==> config.mk <==
export PLATFORM = sky130hd
export DESIGN_NAME = wptr_full_ctrl_flat
export DESIGN_NICKNAME = d
export VERILOG_FILES = /design/src/rtl/wptr_full_ctrl_if.sv /design/src/rtl/wptr_full_ctrl.sv /design/src/flat_wrapper.sv
export SDC_FILE = /design/constraint.sdc
export NUM_CORES = 1
export LEC_CHECK = 0
export ABC_AREA = 1
export ABC_CLOCK_PERIOD_IN_PS = 2900
export CAP_MARGIN = 0
export CORE_UTILIZATION = 40
export CTS_BUF_LIST = sky130_fd_sc_hd__clkbuf_16
export CTS_CLUSTER_SIZE = 20
export DETAILED_ROUTE_END_ITERATION = 16
export RECOVER_POWER = 100
export SYNTH_ARGS = -nofsm -noshare
export SYNTH_HDL_FRONTEND = slang
export SYNTH_SLANG_ARGS = --single-unit
==> constraint.sdc <==
create_clock -name wclk -period 2.9 [get_ports wclk]
set_input_delay 0.87 -clock wclk [delete_from_list [all_inputs] [get_ports wclk]]
set_output_delay 0.87 -clock wclk [all_outputs]
set_load 0.01 [all_outputs]
==> src/rtl/wptr_full_ctrl_if.sv <==
// Write-side FIFO pointer interface: producer request/clear in, address, pointer and status out.
// Latency: none; signal bundle only.
// Backpressure: the producer watches wfull; a write requested while full is dropped and flagged.
// Ports: master = producer / test side, slave = wptr_full_ctrl.
interface wptr_full_ctrl_if #(
    parameter int ADDRSIZE = 4
);
    logic                winc;          // write request
    logic [ADDRSIZE:0]   rptr_gray;     // Gray read pointer from the read domain (async)
    logic                wovf_clr;      // clear sticky overflow
    logic [ADDRSIZE-1:0] waddr;         // binary memory write address
    logic [ADDRSIZE:0]   wptr;          // Gray write pointer to the read domain
    logic                wfull;         // full flag
    logic                walmost_full;  // almost-full flag
    logic [ADDRSIZE:0]   wlevel;        // write-side occupancy 0..DEPTH
    logic                woverflow;     // sticky overflow flag

    modport master (
        output winc, rptr_gray, wovf_clr,
        input  waddr, wptr, wfull, walmost_full, wlevel, woverflow
    );

    modport slave (
        input  winc, rptr_gray, wovf_clr,
        output waddr, wptr, wfull, walmost_full, wlevel, woverflow
    );
endinterface

==> src/rtl/wptr_full_ctrl.sv <==
// Write-domain pointer and full/almost-full/level/overflow control for an async FIFO.
// Latency: accepted write moves waddr/wptr/wlevel on the same edge; read-pointer moves are seen 3 edges later.
// Backpressure: wfull blocks writes; a write attempted while full is dropped and sets sticky woverflow.
// Ports: wclk (only clock), wrst_n (async active-low reset), wif (slave modport: winc, rptr_gray,
//        wovf_clr in; waddr, wptr, wfull, walmost_full, wlevel, woverflow out).
module wptr_full_ctrl #(
    parameter int ADDRSIZE     = 4,
    parameter int AFULL_THRESH = (1 << ADDRSIZE) - 2
) (
    input  logic            wclk,
    input  logic            wrst_n,
    wptr_full_ctrl_if.slave wif
);
    localparam int PW = ADDRSIZE + 1;
    localparam logic [ADDRSIZE:0] AFULL_LVL = PW'(AFULL_THRESH);

    logic [ADDRSIZE:0] wbin_q, wbin_d;
    logic [ADDRSIZE:0] wptr_q, wptr_d;
    logic [ADDRSIZE:0] wq1_rptr_q, wq1_rptr_d;
    logic [ADDRSIZE:0] wq2_rptr_q, wq2_rptr_d;
    logic              wfull_q, wfull_d;
    logic              walmost_full_q, walmost_full_d;
    logic [ADDRSIZE:0] wlevel_q, wlevel_d;
    logic              woverflow_q, woverflow_d;

    logic              wen;
    logic [ADDRSIZE:0] wq2_rbin;

    always_comb begin
        wen      = wif.winc && !wfull_q;
        wbin_d   = wbin_q + {{ADDRSIZE{1'b0}}, wen};
        wptr_d   = (wbin_d >> 1) ^ wbin_d;

        // Plain two-flop synchronizer: nothing between the stages.
        wq1_rptr_d = wif.rptr_gray;
        wq2_rptr_d = wq1_rptr_q;

        // Gray to binary: each binary bit is the XOR of all Gray bits at or above it.
        wq2_rbin = '0;
        for (int i = 0; i <= ADDRSIZE; i++) begin
            wq2_rbin[i] = ^(wq2_rptr_q >> i);
        end

        // Occupancy from the next write pointer so a simultaneous write and
        // synchronized read advance both show up on the same edge.
        wlevel_d       = wbin_d - wq2_rbin;
        walmost_full_d = (wlevel_d >= AFULL_LVL);

        // Full when the next Gray pointer equals the synced read pointer with
        // its top two bits inverted (one lap ahead in Gray space).
        wfull_d = (wptr_d == {~wq2_rptr_q[ADDRSIZE:ADDRSIZE-1], wq2_rptr_q[ADDRSIZE-2:0]});

        // Set has priority over clear.
        if (wif.winc && wfull_q) begin
            woverflow_d = 1'b1;
        end else if (wif.wovf_clr) begin
            woverflow_d = 1'b0;
        end else begin
            woverflow_d = woverflow_q;
        end
    end

    always_ff @(posedge wclk or negedge wrst_n) begin
        if (!wrst_n) begin
            wbin_q         <= '0;
            wptr_q         <= '0;
            wq1_rptr_q     <= '0;
            wq2_rptr_q     <= '0;
            wfull_q        <= 1'b0;
            walmost_full_q <= 1'b0;
            wlevel_q       <= '0;
            woverflow_q    <= 1'b0;
        end else begin
            wbin_q         <= wbin_d;
            wptr_q         <= wptr_d;
            wq1_rptr_q     <= wq1_rptr_d;
            wq2_rptr_q     <= wq2_rptr_d;
            wfull_q        <= wfull_d;
            walmost_full_q <= walmost_full_d;
            wlevel_q       <= wlevel_d;
            woverflow_q    <= woverflow_d;
        end
    end

    assign wif.waddr        = wbin_q[ADDRSIZE-1:0];
    assign wif.wptr         = wptr_q;
    assign wif.wfull        = wfull_q;
    assign wif.walmost_full = walmost_full_q;
    assign wif.wlevel       = wlevel_q;
    assign wif.woverflow    = woverflow_q;
endmodule

==> src/flat_wrapper.sv <==
// flat-port wrapper written by rule: the top's interface ports become plain ports
module wptr_full_ctrl_flat 
#(
    parameter int ADDRSIZE     = 4,
    parameter int AFULL_THRESH = (1 << ADDRSIZE) - 2
)
  (wclk, wrst_n, wif_winc, wif_rptr_gray, wif_wovf_clr, wif_waddr, wif_wptr, wif_wfull, wif_walmost_full, wif_wlevel, wif_woverflow);
  wptr_full_ctrl_if #(.ADDRSIZE(ADDRSIZE)) wif_i ();
  input  logic wclk;
  input  logic wrst_n;
  input wire logic [$bits(wif_i.winc)-1:0] wif_winc;
  input wire logic [$bits(wif_i.rptr_gray)-1:0] wif_rptr_gray;
  input wire logic [$bits(wif_i.wovf_clr)-1:0] wif_wovf_clr;
  output wire logic [$bits(wif_i.waddr)-1:0] wif_waddr;
  output wire logic [$bits(wif_i.wptr)-1:0] wif_wptr;
  output wire logic [$bits(wif_i.wfull)-1:0] wif_wfull;
  output wire logic [$bits(wif_i.walmost_full)-1:0] wif_walmost_full;
  output wire logic [$bits(wif_i.wlevel)-1:0] wif_wlevel;
  output wire logic [$bits(wif_i.woverflow)-1:0] wif_woverflow;
  assign wif_i.winc = wif_winc;
  assign wif_i.rptr_gray = wif_rptr_gray;
  assign wif_i.wovf_clr = wif_wovf_clr;
  assign wif_waddr = wif_i.waddr;
  assign wif_wptr = wif_i.wptr;
  assign wif_wfull = wif_i.wfull;
  assign wif_walmost_full = wif_i.walmost_full;
  assign wif_wlevel = wif_i.wlevel;
  assign wif_woverflow = wif_i.woverflow;
  wptr_full_ctrl #(.ADDRSIZE(ADDRSIZE), .AFULL_THRESH(AFULL_THRESH)) u_core (.wclk(wclk), .wrst_n(wrst_n), .wif(wif_i));
endmodule
==> results.md <==
- DRT Wirelength: 2370 µm
- Worst Setup Path Type: input pin to flop
- Comb power frac: between 50 and 60%
- Area of the mapped netlist: 1250 µm²
- Synth warnings: 0
- Port buffer count: 25
- Fin. Hold Viols: 0
- Final worst slack: around 0.19 ns
- Peak VDD IR: 576 µV
- Relative slew slack: 7.74%
- Placed cell count: about 210
- Sequential Power Share: 29.6%
- Min-delay worst type: flop to flop
- Top FF cell, synth: dfrtp_1
- Worst r2r path cells: 14
- Grt total ovfl: 0
- WP data arrival: about 2.9 ns
- Clk buf depth: 2
- Post-route minimum period: roughly 2.7 ns
- CP endpoint kind: flop
- Max FO, Critical Path: 3
- Root buffer cell: clkbuf_16
- Area added between synthesis and finish: 36.8%
- Slew @ Worst Pin: between 1 and 1.5 ns
- Vias in the first global route: 887
- Fraction of registers with async set/reset: 100%
- Chip Height: 58.0 µm
- Critical Path Source Type: input pin
- Cells after Synth: 139
- Hold slack: 0.350 ns
- Total number of vias: approximately 970
- Layout cells sized above 1: 13.5%
- IO Count: 26
- Sink Count: 27
- Register Area: approximately 680 µm²
- Switching Share: 39.2%
- Die width: 58.0 µm
- First-pass GRT wire length: 3950 µm
- #FFs+latches synth: 27
- Met3 wire len: slightly below 70 µm
- Peak Freq: 369 MHz
- Non-Filler Instances: 209
- Die area: 3360 µm²
- Psw: 0.000755 W
- Worst path required time: 3.05 ns
- DRC violations left: 0
- First-pass DRT Iterations: 6
- Worst setup endpoint: u_core.wif.wlevel[3]
- Diode count: 0
- Internal power: between 0.001 and 0.0015 W
- Pwr dens: 1120 nW/µm²
- Sequential share of the synthesized area: 53.9%
- Worst flop-to-flop path endpoint: u_core.wif.walmost_full
- GRT Overall Usage: 16.1%
- Routability cong.: 0.770
- Number of synthesized flops with an enable pin: 0
- CP startpoint: wif_winc
- Core ar.: 2850 µm²
- # setup viols final: 0
- Layout fillers: 236
- Dpl ws: -0.194 ns
- Met2 WL: around 1100 µm
- Antenna viol nets, final: 0
- Later-pin clock latency in the skew report: 0.26 ns
- Max-slew violations: 0
- Leakage: 0.880 nW
- Largest net degree at the start of global routing: 28
- Top sig layer: met4
- Post-synth cell types: 17
- Reg2Reg Setup Slack: 0.49 ns
- Number of max-cap violations: 0
- Period Utilization, post-route: between 90% and 100%
- CTS tree: built
- Via-to-Cell Ratio: 4.66
- Initial antenna violation count: 0
- WL/cell: 11.3 µm
- Worst r2r src: u_core.wq2_rptr_q[4]
- TritonCTS Buffers: 3
- Clock Skew: 0.00389 ns
- Area of the multi-input gates: 509 µm²
- Wl on met1: ~1100 µm
- Initial Util: a little over two fifths
- HPWL after DPL: between 1500 and 2000 µm
- Site Rows: 19
- Status: finished, final reports clean
- Clock power frac: ~16%
- Clock slew at reported path FFs: approximately 0.06 ns
- Detailed router's first-iteration violation count: 15
- Syn Nets: 154
- H-Tree Depth: 1
- Synth Area per Inst: 9.02 µm²
- Final nets: 194
## area by class of cell
| cell class | instances | area share (%) |
|---|---|---|
| Clock inverter | 1 | 0.292 |
| Timing Repair Buffer | 35 | 18.5 |
| Multi-Input combinational cell | 87 | 29.7 |
| Sequential cell | 27 | 39.4 |
| Clock buffer | 3 | 4.38 |
| Tap cell | 31 | 2.26 |
| Inverter | 25 | 5.47 |
## worst max-delay path, cell delays in order
cell and delay, ns:
clkdlybuf4s50_1 0.42, inv_1 0.08, nor2_2 0.04, ha_2 0.20, ha_4 0.17, inv_1 0.06
nand2_1 0.08, nand2_2 0.09, inv_2 0.05, ha_4 0.26, inv_1 0.05, o211ai_1 0.22
nand3_1 0.12, and2_1 0.17
## worst min path at each step
stage,from,endpoint,slack (ns),depth (start not counted)
floorplan,u_core.wq1_rptr_q[0],u_core.wq2_rptr_q[0],0.33,0
global placement,u_core.wq1_rptr_q[4],u_core.wq2_rptr_q[4],0.33,0
detailed placement,u_core.wq1_rptr_q[4],u_core.wq2_rptr_q[4],0.34,0
CTS,u_core.wq1_rptr_q[4],u_core.wq2_rptr_q[4],0.35,0
global route,u_core.wq1_rptr_q[4],u_core.wq2_rptr_q[4],0.36,0
finish,u_core.wq1_rptr_q[0],u_core.wq2_rptr_q[0],0.35,0
## state kept, by name (all words and copies together) (netlist names)
signal	cells
u_core.wif.wlevel	5
u_core.wif.wptr	4
u_core.wif.woverflow	1
u_core.wbin_q	5
u_core.wif.walmost_full	1
u_core.wq2_rptr_q	5
u_core.wif.wfull	1
u_core.wq1_rptr_q	5
## power groups by stage
| stage | registers, W | logic, W | clock network (W) |
|---|---|---|---|
| finish | 0.000571 | 0.00105 | 0.000311 |
| global route | 0.000588 | 0.00119 | 0.000332 |
| CTS | 0.000573 | 0.00107 | 0.000322 |
| detailed placement | 0.000580 | 0.00106 | 0 |
| global placement | 0.000581 | 0.00105 | 0 |
| floorplan | 0.000632 | 0.000545 | 0 |
## placed cells by master (no fill, tap or decap), drive strengths merged
cell type / n
nand2: 43
dfrtp: 27
inv: 25
dlygate4sd3: 23
nand3: 18
buf: 8
nor2: 6
clkbuf: 5
ha: 5
xor2: 4
nand4: 3
nand3b: 2
o21ai: 2
clkdlybuf4s50: 2
o211ai: 1
and2: 1
nor3: 1
fa: 1
clkinv: 1
## stage by stage
step	total power [W]	instance area (µm²)	setup TNS, ns	util [%]
after floorplan	0.00118	1250	0	-
after global placement	0.00163	1620	-0.355	56.7
after detailed placement	0.00164	1620	-0.495	56.7
after CTS	0.00197	1700	0	59.5
after global routing	0.00211	1720	-0.00470	60.1
final	0.00193	1720	0	60.1
## what timing repair did
| action | CTS | global route |
|---|---|---|
| setup endpoints to repair | 0 | 3 |
| buffers inserted | 0 | 0 |
| hold buffers | 0 | 0 |
| endpoints found under the hold margin | 0 | 0 |
| gates resized for setup | 0 | 7 |
## Yosys cell counts, types with 2 or more instances
cell type	count	area (µm²)
nor2_1	6	22.5
ha_1	5	62.6
nand3b_1	2	15.0
nand2_2	6	37.5
dfrtp_1	27	676
nand4_1	3	18.8
inv_1	24	90.1
o21ai_0	2	10.0
xor2_2	2	32.5
xor2_1	2	17.5
nand3_1	18	90.1
nand2_1	37	139
## routing by layer
layer	global-route usage (%)	vias to the layer above
met5	0	-
met4	9.18	0
met3	3.35	4
met2	25.5	19
met1	20.6	443
li1	-	508
## kinds of logic after synthesis
kind of cell             count (synthesis)  synth area share [%]
AO/OA/AOI/OAI                            3                  1.40
XOR/XNOR                                 4                  3.99
flip-flops                              27                  53.9
adder cells (fa/ha/maj)                  6                  6.59
buffers and inverters                   25                  7.49
AND/OR/NAND/NOR                         74                  26.6
No activity file was read; power rests on OpenSTA's default activity.
